`src/rtl/hex_sched_pkg.sv`:
```
// Shared types and constants for the DE2 hex display scheduler.
package hex_sched_pkg;

  localparam int DIGIT_DATA_W = 32;

  typedef enum logic {
    IDLE = 1'b0,
    SHOW = 1'b1
  } sched_state_t;

  // The dwell counter never holds a value above DWELL_CYCLES-1, so $clog2 suffices.
  function automatic int dwell_cnt_width(input int dwell_cycles);
    int w;
    w = $clog2(dwell_cycles);
    return (w < 1) ? 1 : w;
  endfunction

endpackage

```
`src/rtl/hex_rr_pick.sv`:
```
// Combinational round-robin finder: returns the first valid index after 'start',
// wrapping around, with 'start' itself considered last (or never when excluded).
module hex_rr_pick #(
  parameter int NUM_SRC = 4
) (
  input  logic [NUM_SRC-1:0]         valid,
  input  logic [$clog2(NUM_SRC)-1:0] start,
  input  logic                       exclude_start,
  output logic                       found,
  output logic [$clog2(NUM_SRC)-1:0] index
);

  localparam int IDX_W = $clog2(NUM_SRC);

  always_comb begin : pick_search
    int cand;
    logic [IDX_W-1:0] cand_idx;
    cand     = 0;
    cand_idx = '0;
    found    = 1'b0;
    index    = start;
    // Offset NUM_SRC lands back on 'start', which is why it is tried last.
    for (int k = 1; k <= NUM_SRC; k++) begin
      cand = int'(start) + k;
      if (cand >= NUM_SRC) cand = cand - NUM_SRC;
      cand_idx = IDX_W'(cand);
      if (!found && valid[cand_idx] && !(k == NUM_SRC && exclude_start)) begin
        found = 1'b1;
        index = cand_idx;
      end
    end
  end

endmodule

```
`src/rtl/hex_display_scheduler.sv`:
```
// Time-shares the 8-digit hex display between several 32-bit sources in
// round-robin order with a fixed dwell per source, plus manual advance/freeze.
module hex_display_scheduler
  import hex_sched_pkg::*;
#(
  parameter int NUM_SRC      = 4,
  parameter int DWELL_CYCLES = 50_000_000
) (
  input  logic                              clk,
  input  logic                              rst,
  input  logic [NUM_SRC-1:0]                src_valid,
  input  logic [DIGIT_DATA_W*NUM_SRC-1:0]   src_data,
  input  logic                              advance,
  input  logic                              freeze,
  output logic [DIGIT_DATA_W-1:0]           hex_data,
  output logic [$clog2(NUM_SRC)-1:0]        cur_src,
  output logic                              active,
  output logic                              switched
);

  localparam int IDX_W = $clog2(NUM_SRC);
  localparam int CNT_W = dwell_cnt_width(DWELL_CYCLES);
  localparam logic [CNT_W-1:0] RELOAD = CNT_W'(DWELL_CYCLES - 1);

  sched_state_t state, state_n;
  logic [CNT_W-1:0]        dwell_cnt, dwell_cnt_n;
  logic [IDX_W-1:0]        cur_src_n;
  logic [DIGIT_DATA_W-1:0] hex_data_n;
  logic                    active_n;
  logic                    switched_n;

  logic [DIGIT_DATA_W-1:0] src_word [NUM_SRC];
  logic                    owner_valid;
  logic                    pick_found;
  logic [IDX_W-1:0]        pick_idx;
  logic                    pick_exclude;

  for (genvar g = 0; g < NUM_SRC; g++) begin : g_unpack
    assign src_word[g] = src_data[DIGIT_DATA_W*g +: DIGIT_DATA_W];
  end

  assign owner_valid  = src_valid[cur_src];
  assign pick_exclude = (state == SHOW) && !owner_valid;

  hex_rr_pick #(
    .NUM_SRC(NUM_SRC)
  ) u_pick (
    .valid         (src_valid),
    .start         (cur_src),
    .exclude_start (pick_exclude),
    .found         (pick_found),
    .index         (pick_idx)
  );

  always_ff @(posedge clk or posedge rst) begin
    if (rst) begin
      state     <= IDLE;
      dwell_cnt <= '0;
      cur_src   <= '0;
      hex_data  <= '0;
      active    <= 1'b0;
      switched  <= 1'b0;
    end else begin
      state     <= state_n;
      dwell_cnt <= dwell_cnt_n;
      cur_src   <= cur_src_n;
      hex_data  <= hex_data_n;
      active    <= active_n;
      switched  <= switched_n;
    end
  end

  // Priority in SHOW: owner dropping valid, then advance/expiry, then plain countdown.
  always_comb begin
    state_n     = state;
    dwell_cnt_n = dwell_cnt;
    cur_src_n   = cur_src;
    hex_data_n  = hex_data;
    active_n    = active;
    switched_n  = 1'b0;

    unique case (state)
      IDLE: begin
        if (pick_found) begin
          state_n     = SHOW;
          cur_src_n   = pick_idx;
          dwell_cnt_n = RELOAD;
          active_n    = 1'b1;
          switched_n  = 1'b1;
          hex_data_n  = src_word[pick_idx];
        end
      end

      SHOW: begin
        if (!owner_valid) begin
          if (pick_found) begin
            cur_src_n   = pick_idx;
            dwell_cnt_n = RELOAD;
            switched_n  = 1'b1;
            hex_data_n  = src_word[pick_idx];
          end else begin
            state_n  = IDLE;
            active_n = 1'b0;
          end
        end else begin
          if (advance || (dwell_cnt == '0 && !freeze)) begin
            dwell_cnt_n = RELOAD;
            if (pick_found && pick_idx != cur_src) begin
              cur_src_n  = pick_idx;
              switched_n = 1'b1;
            end
          end else if (!freeze && dwell_cnt != '0) begin
            dwell_cnt_n = dwell_cnt - 1'b1;
          end
          hex_data_n = src_word[cur_src_n];
        end
      end

      default: begin
        state_n = IDLE;
      end
    endcase
  end

endmodule

```
`config.mk`:
```
export PLATFORM = sky130hd
export DESIGN_NAME = hex_display_scheduler
export DESIGN_NICKNAME = d
export VERILOG_FILES = /design/src/rtl/hex_sched_pkg.sv /design/src/rtl/hex_rr_pick.sv /design/src/rtl/hex_display_scheduler.sv
export SDC_FILE = /design/constraint.sdc
export NUM_CORES = 1
export LEC_CHECK = 0
export BUFFER_PORTS_ARGS = -buffer_cell sky130_fd_sc_hd__buf_2
export CORE_UTILIZATION = 45
export DETAILED_ROUTE_END_ITERATION = 7
export GPL_ROUTABILITY_DRIVEN = 0
export PLACE_DENSITY = 0.71
export SLEW_MARGIN = 30
export SYNTH_ARGS = -nofsm -noshare
export SYNTH_HDL_FRONTEND = slang
export SYNTH_HIERARCHICAL = 1
export SYNTH_SLANG_ARGS = --single-unit
```
`constraint.sdc`:
```
create_clock -name clk -period 6.8 [get_ports clk]
set_input_delay 1.36 -clock clk [delete_from_list [all_inputs] [get_ports clk]]
set_output_delay 1.36 -clock clk [all_outputs]
set_load 0.005 [all_outputs]
```
==> summary.txt, run 1 <==
Clock network
  • Root Buffer: clkbuf_16
  • Setup repair bufs after CTS: 0
  • H-tree lvl count: 3
  • CTS tree: yes
  • Worst-Skew Late Latency: 330 ps
  • Hold-fix buffers at CTS: 0
  • CTS Buf Count: 9
  • CTS clk-pin slew, worst paths: 50 ps
  • Sink Count: 63
  • CTS max path bufs: 2
  • Number of gates resized after cts: 0

Finish
  • Layout cells sized above 1: 0.385
  • P&R area growth vs syn: 21.4%
  • Antenna Cells: 0
  • Fill cell count: approximately 1.2k
  • Fin nets: between 800 and 900
  • Post-Layout Cell Count: 909
  • Commonest non-fill, non-tap cell in the layout: buf_2
  • Most frequent cells in the layout: 171 x buf_2, 99 x mux2i_1, 62 x dfrtp_1

Drt
  • Initial DRC count: around 500
  • DRC violations left: 0
  • First-pass iteration count of the detailed router: 7
  • Antenna-violating nets left: 0
  • Avg WL per Cell: 20.9 um
  • Routed wire length: 19.0 mm
  • Vias after detailed routing: 6056
  • Drt via density: 6.66

STA
  • Max-slew headroom: 0.419
  • Minimum clock period: 3960 ps
  • Final setup fails: 0
  • Max Slew Vio Count: 0
  • Final Skew: 8.56 ps
  • Setup TNS Final: 0 ps
  • RSZ-0062 raised after global routing: false
  • Worst-margin pin slew: ~870 ps
  • Fin crit share: 0.583
  • Final-report hold violation count: 0
  • Max Fclk: 252 MHz

Floorplan
  • Die W: 118 um
  • Die Ht: 118 um
  • Core box area: about 13000 um2
  • Rows: 42
  • Initial Utilization: 0.459
  • Number of I/O pins: 172
  • Full die area: ~14000 um2

Flow run
  • Max_cap viols: 0

Pwr
  • Final Power: 3.05 mW
  • PD cells: around 410 nW/um2
  • Leakage: 3.06 nW
  • Worst VDD drop: 213 uV

Worst setup path
  • Critical Path End Type: flip-flop
  • Worst path cell trace: buf_2 -> mux4_2 -> nor2b_1 -> inv_1 -> a22o_4 -> nand2_1 -> buf_4 -> o22ai_1 -> a221oi_1 -> a221oi_2
  • Max stage delay cell, worst path: nand2_1
  • Worst Path Arrival: 4140 ps
  • Crit-path leading delay family: compound AO/OA/AOI/OAI gates
  • CP Buf/Inv Count: 3
  • CP Class: in -> reg
  • Delay of the slowest critical-path stage: just under 600 ps
  • Worst-path fanout max: 37
  • WP data required: 6980 ps
  • Critical Path Source Type: input pin

GRT
  • GR peak layer: met2
  • M3 GR Usage: 0.0567
  • Global-route wire length before repair: 30.0 mm
  • Largest net degree at the start of global routing: approximately 110
  • Met1 usage: 0.340
  • Grt ovf: 0
  • Initial antenna violation count: 0
  • Met2 usage: 0.460
  • Vias in the first global route: around 5.9k
  • Total GRT Usage: 0.271

Synthesis
  • EDFF count, synth: 0
  • Synth Cell Area: 6050 um2
  • Synth Area per Inst: between 10 and 15 um2
  • Mapped Cells: 596
  • Post-Syn Nets: 733
  • FF+latch count, synth: 63
  • Part of the Yosys area used for sequential elements: 0.260
  • Post-synthesis cell type count: 49
  • Async S/R FF share, synth: 1.00
  • Ys flop type: dfrtp_1
  • Ys Warns: 6

Hold path
  • Hold Path Class: reg -> reg

Placed design
  • Placed cells: just under 900
  • Port Buffers: 171
  • Hpwl dp: 12.2 mm

Run status
  • Status: finished clean
[cell families after synthesis]
kind of cell             after synthesis  share of synthesized area
AO/OA/AOI/OAI                        199                      0.267
multiplexers                         137                      0.297
AND/OR/NAND/NOR                      125                      0.112
buffers and inverters                 68                     0.0573
flip-flops                            63                      0.260
XOR/XNOR                               3                    0.00434
adder cells (fa/ha/maj)                1                    0.00207
[state kept, by name, indices dropped and copies added, names as in the netlist]
name,count
active,1
cur_src,2
dwell_cnt,26
hex_data,32
state,1
switched,1
[through the flow]
step	util	cell area [um2]	hold WS, ps	setup WS [ps]
2_1_floorplan	-	6050	433	3280
3_3_place_gp	0.527	6950	447	2180
3_5_place_dp	0.527	6960	464	2180
4_1_cts	0.554	7300	468	2520
5_1_grt	0.557	7350	505	2700
6_report	0.557	7350	473	2840
[synthesized netlist by cell type, types with 2 or more instances]
master | instances | share of area
clkbuf_1 | 44 | 0.027
and2_1 | 3 | 0.0031
nor2b_1 | 36 | 0.037
a21boi_0 | 2 | 0.0025
buf_2 | 4 | 0.0033
nor3_1 | 12 | 0.0099
nand4_1 | 2 | 0.0021
mux2i_1 | 100 | 0.17
nand2b_1 | 3 | 0.0031
o21ai_0 | 20 | 0.017
xor2_1 | 2 | 0.0029
nor4_1 | 4 | 0.0041
or4_4 | 2 | 0.0037
a221oi_1 | 33 | 0.048
dfrtp_1 | 63 | 0.26
buf_6 | 5 | 0.0093
a22o_1 | 2 | 0.0029
nand3_1 | 5 | 0.0041
mux2_2 | 2 | 0.0037
a31oi_1 | 9 | 0.0093
inv_1 | 7 | 0.0043
mux4_2 | 34 | 0.13
o31ai_1 | 5 | 0.0062
nor2_1 | 30 | 0.019
or4_1 | 4 | 0.0050
a221oi_2 | 31 | 0.077
buf_12 | 3 | 0.0099
nand2_1 | 18 | 0.011
a21oi_1 | 23 | 0.019
o41ai_1 | 2 | 0.0029
a211oi_1 | 32 | 0.040
o22ai_1 | 33 | 0.034
buf_1 | 5 | 0.0031
[power by group]
| part | switching (mW) | internal (mW) |
|---|---|---|
| Sequential | 0.0898 | 0.502 |
| Combinational | 1.03 | 0.887 |
| Clock | 0.172 | 0.361 |
| Total | 1.30 | 1.75 |
[metal layers]
metal,part of all wire,up-vias
met5,0,-
met4,0.020,0
met3,0.085,44
met2,0.50,343
met1,0.40,2982
li1,-,2687
[path summary, 6_finish.rpt]
| check | startpoint | end | slack (ps) | depth (start not counted) |
|---|---|---|---|---|
| max in group asynchronous | rst | cur_src[0]$_DFF_PP0_ | 4900 | 3 |
| worst max register to register | dwell_cnt[18]$_DFFE_PP0P_ | hex_data[4]$_DFF_PP0_ | 3230 | 8 |
| min in group asynchronous | rst | hex_data[4]$_DFF_PP0_ | 1290 | 3 |
| worst max-delay path | src_valid[0] | hex_data[21]$_DFF_PP0_ | 2840 | 10 |
| worst min-delay path | dwell_cnt[17]$_DFFE_PP0P_ | dwell_cnt[17]$_DFFE_PP0P_ | 470 | 1 |
| worst min register to register | dwell_cnt[17]$_DFFE_PP0P_ | dwell_cnt[17]$_DFFE_PP0P_ | 470 | 1 |
[area by class of cell]
class,instances,area (um2),share of cell area
Multi-Input combinational cell,465,4220,0.574
Inverter,7,26.3,0.00358
Clock buffer,14,284,0.0387
Clock inverter,2,60.1,0.00818
Tap cell,176,220,0.0300
Timing Repair Buffer,182,962,0.131
Sequential cell,63,1580,0.215
(Power assumes the default switching activity.)
==> inputs of run 2 (changes only) <==
- PLACE_DENSITY: 0.71 -> 0.73
- clock period: 6.8 -> 3.35 ns (I/O delays scaled with it)
==> run 2 against run 1 <==
- via count did not move
- first-iteration DRC count rose by 13%
- sequential share of layout area fell by 0.39 points
- worst hold slack got worse by 39 ps
- critical endpoint unchanged
- largest cell class unchanged
- largest power group unchanged
- highest routed layer unchanged
==> summary.txt, run 2 (synthesis gave the netlist of run 1 again) <==
Finish
  • Max FFs per register: 32
  • Fin nets: 885
  • Seq. cell area: between 1500 and 2000 um2
  • Fin util: 0.567
  • Multi-input logic area: 4200 um2
  • Layout cells sized above 1: 0.399
  • Top Registers: hex_data: 32 flops, dwell_cnt: 26 flops, cur_src: 2 flops
  • Most frequent cells in the layout: 171 x buf_2, 99 x mux2i_1, 62 x dfrtp_1
  • Commonest non-fill, non-tap cell in the layout: buf_2
  • P&R area growth vs syn: 23.6%
  • Reg with most FFs: hex_data
  • Fill cell count: 1135
  • Antenna Cells: 0

Drt
  • Antenna-violating nets left: 0
  • Avg WL per Cell: approximately 21 um
  • DRC violations left: 0
  • Vias after detailed routing: 6056
  • Drt via density: 6.53
  • Routed wire length: 19.2 mm
  • Initial DRC count: 550
  • First-pass iteration count of the detailed router: 5

Worst setup path
  • Delay of the slowest critical-path stage: roughly 580 ps
  • Crit-path most repeated cell: or4_4
  • Max stage delay cell, worst path: or4_4
  • Critical Path End Type: flip-flop
  • Reg2Reg Depth: 8
  • FF-to-FF Start: dwell_cnt[14]$_DFFE_PP0P_
  • CP Class: reg -> reg
  • Worst path cell trace: or4_4 -> or4_4 -> nor4b_4 -> o21a_2 -> mux2i_1 -> and2_2 -> buf_4 -> a221oi_2
  • Critical Path Source Type: flip-flop
  • Reg-to-reg slack, setup: ~220 ps
  • Worst Path Arrival: 3340 ps
  • WP data required: 3560 ps
  • Worst-path fanout max: 9
  • Reg2reg end: hex_data[21]$_DFF_PP0_

Clock network
  • CTS Buf Count: 9
  • Sink Count: 63
  • Root Buffer: clkbuf_16
  • CTS tree: yes
  • Worst-Skew Late Latency: between 300 and 400 ps
  • Hold-fix buffers at CTS: 0
  • CTS max path bufs: 2
  • CTS clk-pin slew, worst paths: 60 ps
  • H-tree lvl count: 3

Placed design
  • Port Buffers: 171
  • Hpwl dp: 13.0 mm

Pwr
  • PD cells: ~840 nW/um2
  • Gate power share: 0.656
  • Internal power: 3.58 mW
  • Switching share of power: 0.431
  • Sequential power share: 0.191
  • Clock Power Share: 0.153
  • NetSw: 2.70 mW
  • Worst VDD drop: 545 uV
  • Leakage: approximately 3.1 nW

STA
  • RSZ-0062 raised after global routing: false
  • Final-report hold violation count: 0
  • Final Skew: slightly above 7 ps
  • Worst-margin pin slew: 857 ps
  • Final setup fails: 0
  • Max Slew Vio Count: 0
  • Setup TNS Final: 0 ps
  • Max Fclk: around 320 MHz
  • Max-slew headroom: 0.428
  • Minimum clock period: 3130 ps
  • Fin crit share: 0.935

Floorplan
  • Full die area: 13900 um2
  • Initial Utilization: 0.459
  • Number of I/O pins: 172
  • Rows: 42
  • Core box area: approximately 13000 um2
  • Die Ht: 118 um
  • Die W: 118 um

GRT
  • M3 GR Usage: 0.0494
  • Largest net degree at the start of global routing: 54
  • Initial antenna violation count: 0
  • Met2 usage: 0.448
  • Total GRT Usage: 0.273
  • Met1 usage: 0.338
  • GR peak layer: met2
  • Vias in the first global route: a little over 6k
  • Grt ovf: 0
  • Global-route wire length before repair: about 30 mm

Run status
  • Status: finished clean

Flow run
  • Max_cap viols: 0

Hold path
  • Hold Path Class: in -> async
-- run 2: per-layer routing --
layer	wire length (um)	vias to the layer above
li1	-	2729
met1	7890	2972
met2	9260	302
met3	1360	53
met4	670	0
met5	0	-
-- run 2: how the worst max path moves through the flow --
stage,startpoint,endpoint,slack [ps],cells past startpoint
CTS,dwell_cnt[14]$_DFFE_PP0P_,hex_data[4]$_DFF_PP0_,20,8
finish,dwell_cnt[14]$_DFFE_PP0P_,hex_data[21]$_DFF_PP0_,220,8
global placement,src_valid[2],hex_data[3]$_DFF_PP0_,70,10
global route,dwell_cnt[14]$_DFFE_PP0P_,dwell_cnt[10]$_DFFE_PP0P_,50,9
detailed placement,src_valid[2],hex_data[12]$_DFF_PP0_,10,9
floorplan,dwell_cnt[14]$_DFFE_PP0P_,hex_data[0]$_DFF_PP0_,450,9
-- run 2: final cells by class --
class	count	share of cell area
repair buffers	202	0.155
inverters	7	0.00368
multi-input cells	465	0.561
well taps	176	0.0294
clock inverters	4	0.00602
clock buffers	11	0.0338
flip-flops and latches	63	0.211
-- run 2: power by group through the flow --
stage / Clock (mW) / Sequential [mW] / Combinational [mW]
CTS: 0.968 / 1.19 / 4.04
global route: 1.00 / 1.22 / 4.38
detailed placement: 0 / 1.20 / 4.03
global placement: 0 / 1.20 / 3.90
finish: 0.963 / 1.20 / 4.12
floorplan: 0 / 1.17 / 3.03
-- run 2: critical path: cells and delay by family, from the launching register on --
kind | cells | cell delay [ps]
simple gates | 4 | 1720
buf+inv | 1 | 280
compound gates | 2 | 270
mux | 1 | 320
flops | 1 | 400
-- run 2: timing repair --
action	CTS	global route
buffers inserted	0	0
gates resized for setup	0	1
setup endpoints to repair	0	32
-- run 2: metrics by stage --
step	total power, mW	hold WS [ps]	instances	area (um2)	worst slack (ps)
3_3_place_gp	5.10	448	912	7150	70.9
2_1_floorplan	4.20	433	596	6050	448
4_1_cts	6.20	459	927	7440	24.5
3_5_place_dp	5.23	452	912	7150	12.1
6_report	6.28	434	928	7480	219
5_1_grt	6.60	487	928	7480	51.8
==> inputs of run 3 (changes only) <==
- PLACE_DENSITY: 0.73 -> 0.72
==> run 3 against run 2 <==
- non-clock buffer count fell by 6
- sequential cell count unchanged
- sequential power hardly changed
- die area unchanged
- cell count is 0.32% lower
- core utilization shrank 0.31 points
- largest power group unchanged
- critical path depth unchanged
- wire length is 0.45% lower
- power down 0.88%
- sequential share of layout area grew 0.12 points
- combinational power decreased by 2%
- setup slack improved by 3.5 ps
==> summary.txt, run 3 (synthesis gave the netlist of run 1 again) <==
Clock network
  • Hold-fix buffers at CTS: 0
  • H-tree lvl count: 3
  • CTS Buf Count: 9
  • Root Buffer: clkbuf_16
  • Sink Count: 63
  • Worst-Skew Late Latency: 340 ps
  • Setup repair bufs after CTS: 0
  • CTS tree: yes
  • CTS max path bufs: 2
  • CTS clk-pin slew, worst paths: approximately 50 ps

Run status
  • Status: finished clean

STA
  • Max Slew Vio Count: 0
  • Final Skew: 5.26 ps
  • Final-report hold violation count: 0
  • Fin crit share: 0.934
  • Minimum clock period: 3130 ps
  • Max-slew headroom: 0.407
  • Worst-margin pin slew: about 900 ps
  • Max Fclk: 320 MHz
  • RSZ-0062 raised after global routing: false
  • Final setup fails: 0
  • Hold Slack: roughly 470 ps

Placed design
  • Port Buffers: 171
  • Hpwl dp: about 13 mm

Drt
  • Routed wire length: 19.1 mm
  • Vias after detailed routing: 6112
  • Initial DRC count: around 510
  • Antenna-violating nets left: 0
  • DRC violations left: 0
  • First-pass iteration count of the detailed router: 6
  • Drt via density: about 6.6
  • Avg WL per Cell: 20.6 um

Worst setup path
  • Reg2Reg Depth: 8
  • CP Class: reg -> reg
  • Critical Path End Type: flip-flop
  • Worst Path Arrival: 3300 ps
  • FF-to-FF Start: dwell_cnt[14]$_DFFE_PP0P_
  • Reg-to-reg slack, setup: 220 ps
  • Critical Path Source Type: flip-flop
  • Reg2reg end: hex_data[20]$_DFF_PP0_
  • WP data required: 3520 ps
  • Worst-path fanout max: 17

Floorplan
  • Die W: 118 um
  • Core box area: 13200 um2
  • Rows: 42
  • Number of I/O pins: about 170
  • Initial Utilization: 0.459
  • Full die area: 13900 um2
  • Die Ht: 118 um

Flow run
  • Max_cap viols: 0

Pwr
  • Final Power: 6.22 mW
  • Leakage: slightly above 3 nW
  • Worst VDD drop: 392 uV
  • PD cells: 836 nW/um2

Finish
  • Most frequent cells in the layout: 171 x buf_2, 98 x mux2i_1, 62 x dfrtp_1
  • Seq. cell area: 1580 um2
  • Top Registers: hex_data: 32 flops, dwell_cnt: 26 flops, cur_src: 2 flops
  • P&R area growth vs syn: 22.9%
  • Fill cell count: 1142
  • Layout cells sized above 1: 0.396
  • Reg with most FFs: hex_data
  • Max FFs per register: 32
  • Commonest non-fill, non-tap cell in the layout: buf_2
  • Fin nets: 880
  • Multi-input logic area: 4210 um2

Hold path
  • Hold Startpoint: dwell_cnt[17]$_DFFE_PP0P_
  • Hold Path Class: reg -> reg
  • Hold path cells: 1
  • Hold path endpoint: dwell_cnt[17]$_DFFE_PP0P_

GRT
  • Grt ovf: 0
  • Global-route wire length before repair: roughly 30 mm
  • Initial antenna violation count: 2
  • Total GRT Usage: 0.273
  • Largest net degree at the start of global routing: 64
  • Vias in the first global route: 6212
-- run 3: changes by cell type in the layout (fill, tap and decap cells not counted), sizes merged --
cell and delta:
inv +1, diode +1, nor2 +1, buf -6
clkinv -2, clkbuf +2
-- run 3: metal layers --
metal	vias to the layer above	global-route usage	share of wire
met1	3021	0.337	0.40
met3	49	0.0649	0.079
met5	-	0	0.00068
li1	2722	-	-
met2	318	0.454	0.49
met4	2	0.120	0.022
-- run 3: where the power goes --
part	internal, mW	switching [mW]	total (mW)
registers	1.02	0.182	1.20
logic	1.88	2.15	4.03
clock network	0.635	0.358	0.992
total	3.54	2.69	6.22
-- run 3: through the flow --
stage | setup WS, ps | TNS (ps) | utilization | instance area, um2 | instances
finish | 222 | 0 | 0.564 | 7440 | 925
CTS | 98.7 | 0 | 0.563 | 7420 | 923
floorplan | 448 | 0 | - | 6050 | 596
global route | 103 | 0 | 0.564 | 7440 | 924
detailed placement | -47.2 | -47.2 | 0.539 | 7110 | 907
global placement | 66.6 | 0 | 0.539 | 7110 | 907
-- run 3: worst max path at each step --
stage	startpoint	endpoint	slack, ps	depth (start not counted)
after global routing	dwell_cnt[14]$_DFFE_PP0P_	hex_data[31]$_DFF_PP0_	100	8
after floorplan	dwell_cnt[14]$_DFFE_PP0P_	hex_data[0]$_DFF_PP0_	450	9
after CTS	dwell_cnt[14]$_DFFE_PP0P_	hex_data[30]$_DFF_PP0_	100	8
after detailed placement	src_valid[0]	hex_data[19]$_DFF_PP0_	-50	9
after global placement	src_valid[0]	hex_data[6]$_DFF_PP0_	70	9
final	dwell_cnt[14]$_DFFE_PP0P_	hex_data[20]$_DFF_PP0_	220	8
-- run 3: cell type report --
cell class              count  share of cell area
multi-input cells         466               0.566
flip-flops and latches     63               0.212
repair buffers            196               0.147
clock buffers              13              0.0363
well taps                 176              0.0296
clock inverters             3             0.00538
inverters                   7             0.00353
diodes                      1            0.000336
-- run 3: timing repair --
action | in CTS | in global routing
endpoints found under the hold margin | 0 | 0
gates resized for setup | 0 | 2
endpoints found under the setup margin | 0 | 24
-- run 3: worst max-delay path, cell delays in order (launching register included) --
cell and delay [ps]:
dfrtp_1 410, or4_4 580, or4_4 440, nor4b_4 260
o21a_2 190, mux2i_2 400, and2_2 250, buf_4 320
a221oi_2 110
